## src/rtl/tile_judge_if.sv

```systemverilog
// Bus between the tile shift stage / player keys and the judging stage.
// Pulses (start, shift, correct_out, miss) are single-cycle strobes, valid for exactly one clk cycle.
interface tile_judge_if #(
  parameter int SCORE_W = 10
);
  logic               start;
  logic               shift;
  logic [2:0]         line_6;
  logic [3:0]         key;
  logic               correct_out;
  logic               miss;
  logic [SCORE_W-1:0] score;
  logic [2:0]         lives;
  logic               game_over;
  logic [1:0]         state;

  modport master (
    output start, shift, line_6, key,
    input  correct_out, miss, score, lives, game_over, state
  );

  modport slave (
    input  start, shift, line_6, key,
    output correct_out, miss, score, lives, game_over, state
  );
endinterface

```

## src/rtl/tile_judge.sv

```systemverilog
// Judges hits, wrong presses and scrolled-off tiles on the bottom row,
// keeps score and lives, and runs the IDLE/PLAY/OVER game state.
module tile_judge #(
  parameter int SCORE_W = 10,
  parameter int LIVES   = 3
) (
  input  logic         clk,
  input  logic         resetn,
  tile_judge_if.slave  bus
);
  typedef enum logic [1:0] {
    IDLE = 2'd0,
    PLAY = 2'd1,
    OVER = 2'd2
  } state_t;

  localparam logic [2:0]         LIVES_INIT = 3'(LIVES);
  localparam logic [SCORE_W-1:0] SCORE_ONE  = {{(SCORE_W-1){1'b0}}, 1'b1};

  state_t             r_state;
  logic [3:0]         r_sync1, r_sync2, r_prev;
  logic               r_correct, r_miss, r_game_over;
  logic [SCORE_W-1:0] r_score;
  logic [2:0]         r_lives;

  logic [3:0] w_press;
  logic [2:0] w_npress;
  logic       w_valid, w_lane_pressed;
  logic       w_hit, w_wrong, w_scrolled;
  logic [2:0] w_loss, w_lives_next;

  assign w_press  = r_sync2 & ~r_prev;
  assign w_npress = {2'b0, w_press[0]} + {2'b0, w_press[1]}
                  + {2'b0, w_press[2]} + {2'b0, w_press[3]};

  always_comb begin
    w_valid        = 1'b1;
    w_lane_pressed = 1'b0;
    case (bus.line_6)
      3'd1:    w_lane_pressed = w_press[0];
      3'd2:    w_lane_pressed = w_press[1];
      3'd3:    w_lane_pressed = w_press[2];
      3'd4:    w_lane_pressed = w_press[3];
      default: w_valid        = 1'b0;
    endcase
  end

  // r_correct doubles as the hold flag: the row still shows the hit tile for one cycle.
  assign w_hit      = !r_correct && (w_npress == 3'd1) && w_valid && w_lane_pressed;
  assign w_wrong    = !r_correct && (w_npress != 3'd0) && !w_hit;
  assign w_scrolled = !r_correct && bus.shift && w_valid && !w_hit;

  assign w_loss       = {2'b0, w_wrong} + {2'b0, w_scrolled};
  assign w_lives_next = (r_lives > w_loss) ? (r_lives - w_loss) : 3'd0;

  always_ff @(posedge clk) begin
    if (!resetn) begin
      r_state     <= IDLE;
      r_sync1     <= 4'b0;
      r_sync2     <= 4'b0;
      r_prev      <= 4'b0;
      r_correct   <= 1'b0;
      r_miss      <= 1'b0;
      r_game_over <= 1'b0;
      r_score     <= '0;
      r_lives     <= LIVES_INIT;
    end else begin
      r_sync1   <= bus.key;
      r_sync2   <= r_sync1;
      r_prev    <= r_sync2;
      r_correct <= 1'b0;
      r_miss    <= 1'b0;
      case (r_state)
        IDLE, OVER: begin
          if (bus.start) begin
            r_state     <= PLAY;
            r_score     <= '0;
            r_lives     <= LIVES_INIT;
            r_game_over <= 1'b0;
          end
        end
        PLAY: begin
          if (w_hit) begin
            r_correct <= 1'b1;
            if (r_score != '1) r_score <= r_score + SCORE_ONE;
          end
          r_miss  <= (w_loss != 3'd0);
          r_lives <= w_lives_next;
          if (w_lives_next == 3'd0) begin
            r_state     <= OVER;
            r_game_over <= 1'b1;
          end
        end
        default: r_state <= IDLE;
      endcase
    end
  end

  assign bus.correct_out = r_correct;
  assign bus.miss        = r_miss;
  assign bus.score       = r_score;
  assign bus.lives       = r_lives;
  assign bus.game_over   = r_game_over;
  assign bus.state       = r_state;
endmodule

```

## src/flat_wrapper.sv

```systemverilog
// flat-port wrapper written by rule: the top's interface ports become plain ports
module tile_judge_flat 
#(
  parameter int SCORE_W = 10,
  parameter int LIVES   = 3
)
  (clk, resetn, bus_start, bus_shift, bus_line_6, bus_key, bus_correct_out, bus_miss, bus_score, bus_lives, bus_game_over, bus_state);
  tile_judge_if #(.SCORE_W(SCORE_W)) bus_i ();
  input  logic clk;
  input  logic resetn;
  input wire logic [$bits(bus_i.start)-1:0] bus_start;
  input wire logic [$bits(bus_i.shift)-1:0] bus_shift;
  input wire logic [$bits(bus_i.line_6)-1:0] bus_line_6;
  input wire logic [$bits(bus_i.key)-1:0] bus_key;
  output wire logic [$bits(bus_i.correct_out)-1:0] bus_correct_out;
  output wire logic [$bits(bus_i.miss)-1:0] bus_miss;
  output wire logic [$bits(bus_i.score)-1:0] bus_score;
  output wire logic [$bits(bus_i.lives)-1:0] bus_lives;
  output wire logic [$bits(bus_i.game_over)-1:0] bus_game_over;
  output wire logic [$bits(bus_i.state)-1:0] bus_state;
  assign bus_i.start = bus_start;
  assign bus_i.shift = bus_shift;
  assign bus_i.line_6 = bus_line_6;
  assign bus_i.key = bus_key;
  assign bus_correct_out = bus_i.correct_out;
  assign bus_miss = bus_i.miss;
  assign bus_score = bus_i.score;
  assign bus_lives = bus_i.lives;
  assign bus_game_over = bus_i.game_over;
  assign bus_state = bus_i.state;
  tile_judge #(.SCORE_W(SCORE_W), .LIVES(LIVES)) u_core (.clk(clk), .resetn(resetn), .bus(bus_i));
endmodule
```

## config.mk

```make
export PLATFORM = sky130hd
export DESIGN_NAME = tile_judge_flat
export DESIGN_NICKNAME = d
export VERILOG_FILES = /design/src/rtl/tile_judge_if.sv /design/src/rtl/tile_judge.sv /design/src/flat_wrapper.sv
export SDC_FILE = /design/constraint.sdc
export NUM_CORES = 1
export LEC_CHECK = 0
export BUFFER_PORTS_ARGS = -buffer_cell sky130_fd_sc_hd__buf_2
export CAP_MARGIN = 20
export CELL_PAD_IN_SITES_DETAIL_PLACEMENT = 1
export CELL_PAD_IN_SITES_GLOBAL_PLACEMENT = 1
export CORE_MARGIN = 4
export CORE_UTILIZATION = 44
export DETAILED_ROUTE_END_ITERATION = 8
export GPL_TIMING_DRIVEN = 0
export PLACE_DENSITY = 0.87
export REMOVE_ABC_BUFFERS = 1
export SKIP_CTS_REPAIR_TIMING = 1
export SYNTH_ARGS = -nofsm -noshare
export SYNTH_HDL_FRONTEND = slang
export SYNTH_SLANG_ARGS = --single-unit
```

## constraint.sdc

```tcl
create_clock -name clk -period 10.6 [get_ports clk]
set_input_delay 2.12 -clock clk [delete_from_list [all_inputs] [get_ports clk]]
set_output_delay 2.12 -clock clk [all_outputs]
set_load 0.1 [all_outputs]
```

Word level (Yosys, flattened, before mapping)
Cells that the tools add are included.
{ "word_totals": {"regBits": 30, "in_bits": 11, "elab_cells": 68, "output_inout_bits": 18} }
{ "classes": {"bitwise_logic": 2, "n_eq_ne": 12, "mux": 16, "magnitude_cmp": 1, "reduce_logical": 22, "n_addsub": 6} }
{ "ops": {"columns": ["op", "n"], "rows": [
  ["two-way mux 10 bit", 3],
  ["one-hot mux 10 bit (2 select lines)", 1],
  ["adder 10 x 1 -> 10 bit (second input constant)", 1],
  ["inequality test 10 bit (second input constant)", 1],
  ["logical AND 1 bit", 8],
  ["adder 3 x 1 -> 3 bit", 2],
  ["== test 3 x 1 -> 1 bit (second input constant)", 2],
  ["== test 3 x 2 -> 1 bit (second input constant)", 2],
  ["two-way mux 3 bit", 2],
  ["inequality test 2 x 1 -> 1 bit (second input constant)", 3],
  ["one-hot mux 3 bit (2 select lines)", 1],
  ["AND reduction 2 bit", 3],
  ["nonzero test 3 bit", 2],
  ["adder 1 x 1 -> 2 bit", 2],
  ["AND 4 bit", 1],
  ["two-way mux 1 bit", 4],
  ["two-way mux 2 bit", 2],
  ["inverter 4 bit", 1],
  ["one-hot mux 1 bit (4 select lines)", 1],
  ["one-hot mux 2 bit (2 select lines)", 1],
  ["AND reduction 4 bit", 1],
  ["OR reduction 4 bit", 1],
  ["== test 3 bit (second input constant)", 1],
  ["> comparator 3 bit", 1],
  ["11 further kinds", 12]
]} }

Longest topological paths before layout
Gate-level depths: netlist (run 1).
{ "depth": {"depth_word": 17, "depth_mapped": 17, "depth_no_buf": 17} }

Worst setup path before layout (run 1)
Ideal clock, no wire load.
{ "synth_path": {"path_kind": "in2reg", "from": "in bus_line_6[2]", "to": "reg u_core.r_state[0] (netlist: u_core.bus.state[0])", "arrival_ns": 4.269, "n_path_buf": 0, "path_slack_ns": 6.203, "t_required_ns": 10.472, "cell_stages": 12, "setup_time_ns": 0.128, "cell_sequence": "and4bb_1 -> o21ai_0 -> nand2_1 -> a21oi_1 -> nand3_1 -> ha_1 -> ha_1 -> fa_1 -> nand3b_1 -> a31oi_1 -> o21a_1 -> nor2_1"} }
{ "synth_between": {"elab_chain_cells": 13, "word_cells_on_any_way": 20, "classes_between": "2 x add/sub; 1 x order compare; 5 x eq/ne; 3 x mux; 9 x reduce/logical"} }
{ "synth_rtl": {"columns": ["item", "line", "text"], "rows": [
  ["start, declared", "flat_wrapper.sv:13", "input wire logic [$bits(bus_i.line_6)-1:0] bus_line_6;"],
  ["== test 3 x 1 -> 1 bit, or another cell as far along", "tile_judge.sv:39", "case (bus.line_6)"],
  ["OR reduction 4 bit (no source line)", null, null],
  ["two-way mux 1 bit", "tile_judge.sv:39", null],
  ["logical AND 1 bit (2 in series)", "tile_judge.sv:49", "assign w_hit = !r_correct && (w_npress == 3'd1) && w_valid && w_lane_pressed;"],
  ["zero test 1 bit", "tile_judge.sv:50, tile_judge.sv:51", null],
  ["logical AND 1 bit, on equally long branches", "tile_judge.sv:50, tile_judge.sv:51", null],
  ["adder 1 x 1 -> 2 bit (*)", "tile_judge.sv:53", "assign w_loss = {2'b0, w_wrong} + {2'b0, w_scrolled};"],
  ["subtractor 3 bit / > comparator 3 bit (equally long branches)", "tile_judge.sv:54", "assign w_lives_next = (r_lives > w_loss) ? (r_lives - w_loss) : 3'd0;"],
  ["two-way mux 3 bit (*)", "tile_judge.sv:54", null],
  ["zero test 3 bit (*)", "tile_judge.sv:89", "if (w_lives_next == 3'd0) begin"],
  ["inequality test 2 x 1 -> 1 bit (no source line) (*)", null, null],
  ["AND reduction 2 bit (no source line) (*)", null, null],
  ["end signal, assigned", "tile_judge.sv:58", "r_state <= IDLE;"],
  ["end signal, assigned", "tile_judge.sv:90", "r_state <= OVER;"],
  ["end signal, assigned", "tile_judge.sv:94", "default: r_state <= IDLE;"],
  ["end, declared", "tile_judge.sv:20", "state_t r_state;"]
]} }
Mark *: on every way between the ends. The rest lies on a longest branch, timed or not.
A chain may end at the register's enable or synchronous reset.

Final worst setup path (run 1)
{ "layout_path": {"from": "in bus_line_6[1]", "to": "reg u_core.r_game_over (netlist: u_core.bus.game_over)"} }
{ "layout_between": {"elab_chain_cells": 13, "word_cells_on_any_way": 20, "classes_between": "2 x add/sub; 1 x order compare; 5 x eq/ne; 3 x mux; 9 x reduce/logical"} }
{ "layout_rtl": {"columns": ["item", "line", "text"], "rows": [
  ["== test 3 x 1 -> 1 bit, or another cell as far along", "tile_judge.sv:39", null],
  ["OR reduction 4 bit (no source line)", null, null],
  ["two-way mux 1 bit", "tile_judge.sv:39", null],
  ["logical AND 1 bit (2 in series)", "tile_judge.sv:49", null],
  ["zero test 1 bit", "tile_judge.sv:50, tile_judge.sv:51", null],
  ["logical AND 1 bit, on equally long branches", "tile_judge.sv:50, tile_judge.sv:51", null],
  ["adder 1 x 1 -> 2 bit (*)", "tile_judge.sv:53", null],
  ["subtractor 3 bit / > comparator 3 bit (equally long branches)", "tile_judge.sv:54", null],
  ["two-way mux 3 bit (*)", "tile_judge.sv:54", null],
  ["zero test 3 bit (*)", "tile_judge.sv:89", null],
  ["inequality test 2 x 1 -> 1 bit (no source line) (*)", null, null],
  ["AND reduction 3 bit (no source line) (*)", null, null],
  ["end signal, assigned", "tile_judge.sv:64", "r_game_over <= 1'b0;"],
  ["end signal, assigned", "tile_judge.sv:79", "r_game_over <= 1'b0;"],
  ["end signal, assigned", "tile_judge.sv:91", "r_game_over <= 1'b1;"],
  ["end, declared", "tile_judge.sv:22", "logic r_correct, r_miss, r_game_over;"]
]} }
Marks and branches as above.

==> metrics.txt, run 1 <==
top cells by count, synth=dfxtp_1 (30), nand2_1 (20), and2_1 (13), inv_1 (9), nand3_1 (9); Synth area leader=dfxtp_1; type of origin of the critical path=input port; post-DR vias/cell=5.69; sequential area share after synthesis=39.2%; htree depth=2; Hold Startpoint=u_core.r_sync1[0]; Final nets=222; core box area=3360 um2; Setup TNS Final=0 ns; DRC viols=0; initial antenna violation count=0; most common cell in the netlist=dfxtp_1; starting density of the core=45.6%; routability cong.=0.826; area share of the largest cell type after synthesis=39.2%; Final Critical Period=4.60 ns; area of the multi-input gates=865 um2; Yosys warnings=0; Worst EP arrival=4.87 ns; clock tree buffer depth=2; Synth Instances=173; slew margin rel.=44.8%; first-pass GRT wire length=7.19 mm; Clock Pin Slew Worst Setup and Hold Paths=0.10 ns; vias in the first global route=1480; Power Density=150 nW/um2; Crit. End Element=flop; Routed WL=4.25 mm; dpl hpwl=3.23 mm; Hold WC Path Type=flop to flop; leakage power=0.000768 uW; Syn-to-layout area delta=16.1%; Clock Tree Root=clkbuf_4; first-iteration detailed-routing DRC count=45; CP Max Fanout=5; DIE AREA=4490 um2; Congestion Overflow GR=0; via count=1416; register area=601 um2; Post-Syn Area per Cell=8.86 um2; Die X-Extent=67.0 um; Achievable Freq=218 MHz; Post-synth EDFFs=0; Fin. Hold Viols=0; Post-synth ARST share=0%; Peak VDD IR=0.0000894 V; GR Util All Layers=22.1%; post-layout util=52.9%; I/O pins=29; beginning of the critical path=bus_line_6[1]; Least-Margin Pin Slew=0.826 ns; # clock sinks=30; Synth area leaders=dfxtp_1 (39%), ha_1 (5.7%), and2_1 (5.3%); Die Y=67.0 um; largest net degree at the start of global routing=24; drt pass-1 iters=4; Setup Skew=0.00291 ns; Slew Limit Fails=0; # diodes=0; Reg2Reg Launch Point=u_core.r_sync2[0]; Cell variety after synth=44; CTS tree=done; area of the mapped netlist=1530 um2; Tcrit/Tclk final=43.3%; Synth Flop Type=dfxtp_1; clock latency at the later pin of the worst-skew pair=0.34 ns; share of layout cells above drive strength 1=20.2%; Seq cells post-synth=30; critical path data required time=10.87 ns; WL/cell=17.1 um; status=completed; row count=21; # port buffers=28; RSZ-0062 raised after global routing=no; Max Cap Viol=0; post-route ant nets=0; path type of the worst setup path=input port to flop; # setup viols final=0; fillers=454; CTS Buf Count=5
==> critical path: stages <==
cell and delay (ns):
buf_2 0.12, and3b_1 0.21, o21ai_0 0.19, nand2_1 0.07, a21oi_1 0.25, nand3_1 0.13
ha_1 0.33, ha_1 0.22, fa_1 0.54, nand3b_1 0.10, a31oi_1 0.29, nand2_1 0.13
a21oi_1 0.16
==> routing by layer <==
| layer | global-route usage, % | up-vias | share of wire (%) |
|---|---|---|---|
| li1 | - | 680 | - |
| met1 | 23.5 | 685 | 39 |
| met2 | 40.4 | 41 | 53 |
| met3 | 5.90 | 10 | 5.0 |
| met4 | 9.11 | 0 | 2.2 |
| met5 | 0 | - | 0 |
==> final cells by class <==
type                    instances  area share [%]
inverters                       9            1.90
clock buffers                   5            2.11
multi-input cells             128            48.6
well taps                      46            3.23
flip-flops and latches         30            33.8
repair buffers                 28            7.88
clock inverters                 3            2.53
==> placed cells by master (no fill, tap or decap), types with 3 or more instances in the layout <==
cell type,instances
a21oi_1,7
o21a_1,4
dfxtp_1,30
nand2_1,20
and3_1,3
nand3_1,9
nor3_1,4
o2111ai_1,4
and2_1,13
clkbuf_4,5
nand2b_1,5
a31oi_1,5
nor2_1,8
buf_2,28
nor2b_1,5
ha_1,7
inv_1,9
==> stage by stage <==
stage,hold WS (ns),power (uW),cells,instance area [um2],worst slack (ns)
finish,0.447,267,249,1780,6.00
global route,0.489,280,249,1780,5.84
CTS,0.450,270,249,1780,6.00
detailed placement,0.425,176,241,1700,5.66
global placement,0.414,171,241,1700,5.88
floorplan,0.412,161,167,1500,6.21
==> cell families (layout without fill, tap and decap cells) <==
logic type	after synthesis	in the layout	share of synthesized area, %
AOI/OAI and AO/OA	35	35	16.2
xor gates and xnor gates	1	1	0.572
adders and majority gates	9	9	8.33
buffers and inverters	15	45	4.41
DFF	30	30	39.2
and+or+nand+nor	83	83	31.3
==> sequential cells by signal (all words and copies together), names as in the netlist <==
register / flops
u_core.bus.correct_out: 1
u_core.bus.game_over: 1
u_core.bus.lives: 3
u_core.bus.miss: 1
u_core.bus.score: 10
u_core.bus.state: 2
u_core.r_prev: 4
u_core.r_sync1: 4
u_core.r_sync2: 4
==> power by group <==
part	switching (uW)	internal (uW)
clock network	44.0	49.4
logic	39.0	15.6
registers	2.37	117
==> path summary, 6_finish.rpt <==
check	cells after the start	endpoint	slack, ns
max	13	u_core.bus.game_over	6.00
min	1	u_core.r_sync2[0]	0.45
max reg2reg	16	u_core.bus.game_over	6.67
min reg2reg	1	u_core.r_sync2[0]	0.45
Power figures use the tool's default switching activity.
==> inputs of run 2 (changes only) <==
Settings changed: CORE_UTILIZATION 44 to 40, PLACE_DENSITY 0.87 to 0.8.
Clock period 10.6 ns to 4.5 ns, I/O delays scaled along.
==> run 2 against run 1 <==
  * Via count down 3.7%
  * Clock-buffer cell count up 1
  * Worst hold slack worse by 0.022 ns
  * Final cell count up 0.80%
  * Critical path depth up 3
  * Critical path type is now flop to flop
  * Largest cell class unchanged
  * Largest power group unchanged
  * Highest routed layer unchanged
==> metrics.txt, run 2 (synthesized netlist as in run 1, its figures left out) <==
Largest register FFs=10 (unchanged); row count=22 (was 21); placed cell count=243 (was 241); DIE AREA=4890 um2 (was 4490 um2); beginning of the critical path=u_core.r_sync2[0] (was bus_line_6[1]); path type of the worst setup path=flop to flop (was input port to flop); Max Cap Viol=0 (unchanged); R2R setup slack=0.66 ns (was 6.67 ns); # diodes=0 (unchanged); dpl hpwl=2.90 mm (was 3.23 mm); Fin. Hold Viols=0 (unchanged); Tcrit/Tclk final=85.3%; Routed WL=3.80 mm (was 4.25 mm); Reg2Reg Launch Point=u_core.r_sync2[0] (unchanged); leakage power=0.000778 uW (was 0.000768 uW); CTS Buf Count=5 (unchanged); Peak VDD IR=0.000199 V (was 0.0000894 V); Power Density=350 nW/um2 (was 150 nW/um2); routability cong.=0.836 (was 0.826); Reg2Reg Depth=16 (unchanged); RSZ-0062 raised after global routing=no (unchanged); # port buffers=28 (unchanged); Final Critical Period=3.84 ns; Clock Tree Root=clkbuf_8 (was clkbuf_4); WL/cell=15.2 um (was 17.1 um); post-route ant nets=0 (unchanged); first-pass GRT wire length=6.56 mm (was 7.19 mm); crit path cell chain=nor2b_1 > ha_1 > inv_1 > fa_1 > inv_1 > ha_1 > nor4_4 > a21oi_1 > nand3_1 > ha_1 > ha_1 > fa_1 > nand3b_1 > a31oi_1 > nand2_1 > a21oi_1 (was buf_2 > and3b_1 > o21ai_0 > nand2_1 > a21oi_1 > nand3_1 > ha_1 > ha_1 > fa_1 > nand3b_1 > a31oi_1 > nand2_1 > a21oi_1); clock tree buffer depth=2 (unchanged); Achievable Freq=261 MHz; critical path data required time=4.70 ns (was 10.87 ns); drt pass-1 iters=4 (unchanged); Buf+Inv Stages, Crit Path=2 (was 1); cell count along the critical path=16 (was 13); share of layout cells above drive strength 1=20.2% (unchanged); htree depth=2 (unchanged); Syn-to-layout area delta=17.1% (was 16.1%); crit path to=u_core.bus.state[1] (was u_core.bus.game_over); minimum hold slack=0.425 ns (was 0.447 ns); largest net degree at the start of global routing=24 (unchanged); via count=1363 (was 1416); vias in the first global route=1396 (was 1480); post-DR vias/cell=5.43 (was 5.69); # setup viols final=0 (unchanged); slowest stage cell, crit path=fa_1 (unchanged); Crit. End Element=flop (unchanged); Worst EP arrival=4.04 ns (was 4.87 ns); DRC viols=0 (unchanged); Setup TNS Final=0 ns (unchanged); CTS tree=done (unchanged); crit-path max cell delay=0.53 ns (was 0.54 ns); I/O pins=29 (unchanged); GR Util All Layers=16.6% (was 22.1%); r2r endpoint=u_core.bus.state[1] (was u_core.bus.game_over); Slew Limit Fails=0 (unchanged); Final nets=222 (unchanged); Least-Margin Pin Slew=0.793 ns (was 0.826 ns); core box area=3690 um2 (was 3360 um2); Clock Pin Slew Worst Setup and Hold Paths=0.07 ns (was 0.10 ns); # clock sinks=30 (unchanged); Die Y=69.9 um (was 67.0 um); non-filler cells, final=251 (was 249); Die X-Extent=69.9 um (was 67.0 um); Setup Skew=0.00936 ns (was 0.00291 ns); initial antenna violation count=0 (unchanged); starting density of the core=41.6% (was 45.6%); Crit path max-delay family=adder cells (unchanged); Hold WC Path Type=flop to flop (unchanged); status=completed (unchanged); slew margin rel.=47.0% (was 44.8%); CP Max Fanout=4 (was 5); most common cell after layout, fill and taps aside=dfxtp_1 (unchanged); first-iteration detailed-routing DRC count=47 (was 45); clock latency at the later pin of the worst-skew pair=0.28 ns (was 0.34 ns); type of origin of the critical path=flop (was input port); most frequent cells in the layout=dfxtp_1 (30), buf_2 (28), nand2_1 (20), and2_1 (13) (unchanged); Congestion Overflow GR=0 (unchanged); CP dominant cell by count=ha_1
==> run 2: changes by cell type in the layout (fill, tap and decap cells not counted) <==
cell	before	now
clkinv_2	0	1
bufinv_16	1	0
clkbuf_4	5	0
clkbuf_8	0	6
clkinvlp_4	2	1
==> run 2: where the power goes <==
part	switching [uW]	internal (uW)
Sequential	5.09	275
Combinational	88.2	36.5
Clock	101	123
==> run 2: worst min path at each step <==
| stage | startpoint | slack (ns) | end | cells after the start |
|---|---|---|---|---|
| final | u_core.r_sync1[0] | 0.43 | u_core.r_sync2[0] | 1 |
| after floorplan | u_core.r_sync1[0] | 0.41 | u_core.r_sync2[0] | 1 |
| after global placement | u_core.r_sync1[1] | 0.41 | u_core.r_sync2[1] | 1 |
| after detailed placement | u_core.r_sync1[0] | 0.43 | u_core.r_sync2[0] | 1 |
| after global routing | u_core.r_sync1[1] | 0.45 | u_core.r_sync2[1] | 1 |
| after CTS | u_core.r_sync1[0] | 0.43 | u_core.r_sync2[0] | 1 |
==> run 2: layout make-up <==
type	count	area, um2
inverter	9	33.8
sequential	30	601
clock inverter	2	12.5
timing repair buffer	28	140
fill	460	1890
clock buffer	6	82.6
tap	48	60.1
multi-input combinational	128	865
==> run 2: through the flow <==
| stage | worst slack [ns] | power, uW | instance area (um2) | util [%] |
|---|---|---|---|---|
| floorplan | 1.03 | 379 | 1500 | - |
| global placement | 0.872 | 404 | 1700 | 46.1 |
| detailed placement | 0.698 | 411 | 1700 | 46.1 |
| CTS | 0.648 | 636 | 1790 | 48.6 |
| global route | 0.433 | 661 | 1790 | 48.6 |
| finish | 0.662 | 629 | 1790 | 48.6 |
==> run 2: layer usage <==
layer / global-route usage, % / vias up / routed length (um) / share of wire [%]
met2: 30.4 / 21 / 1990 / 52
met4: 5.74 / 0 / 61 / 1.6
met1: 18.8 / 666 / 1640 / 43
met5: 0 / - / 0 / 0
met3: 3.45 / 6 / 108 / 2.8
li1: - / 670 / - / -
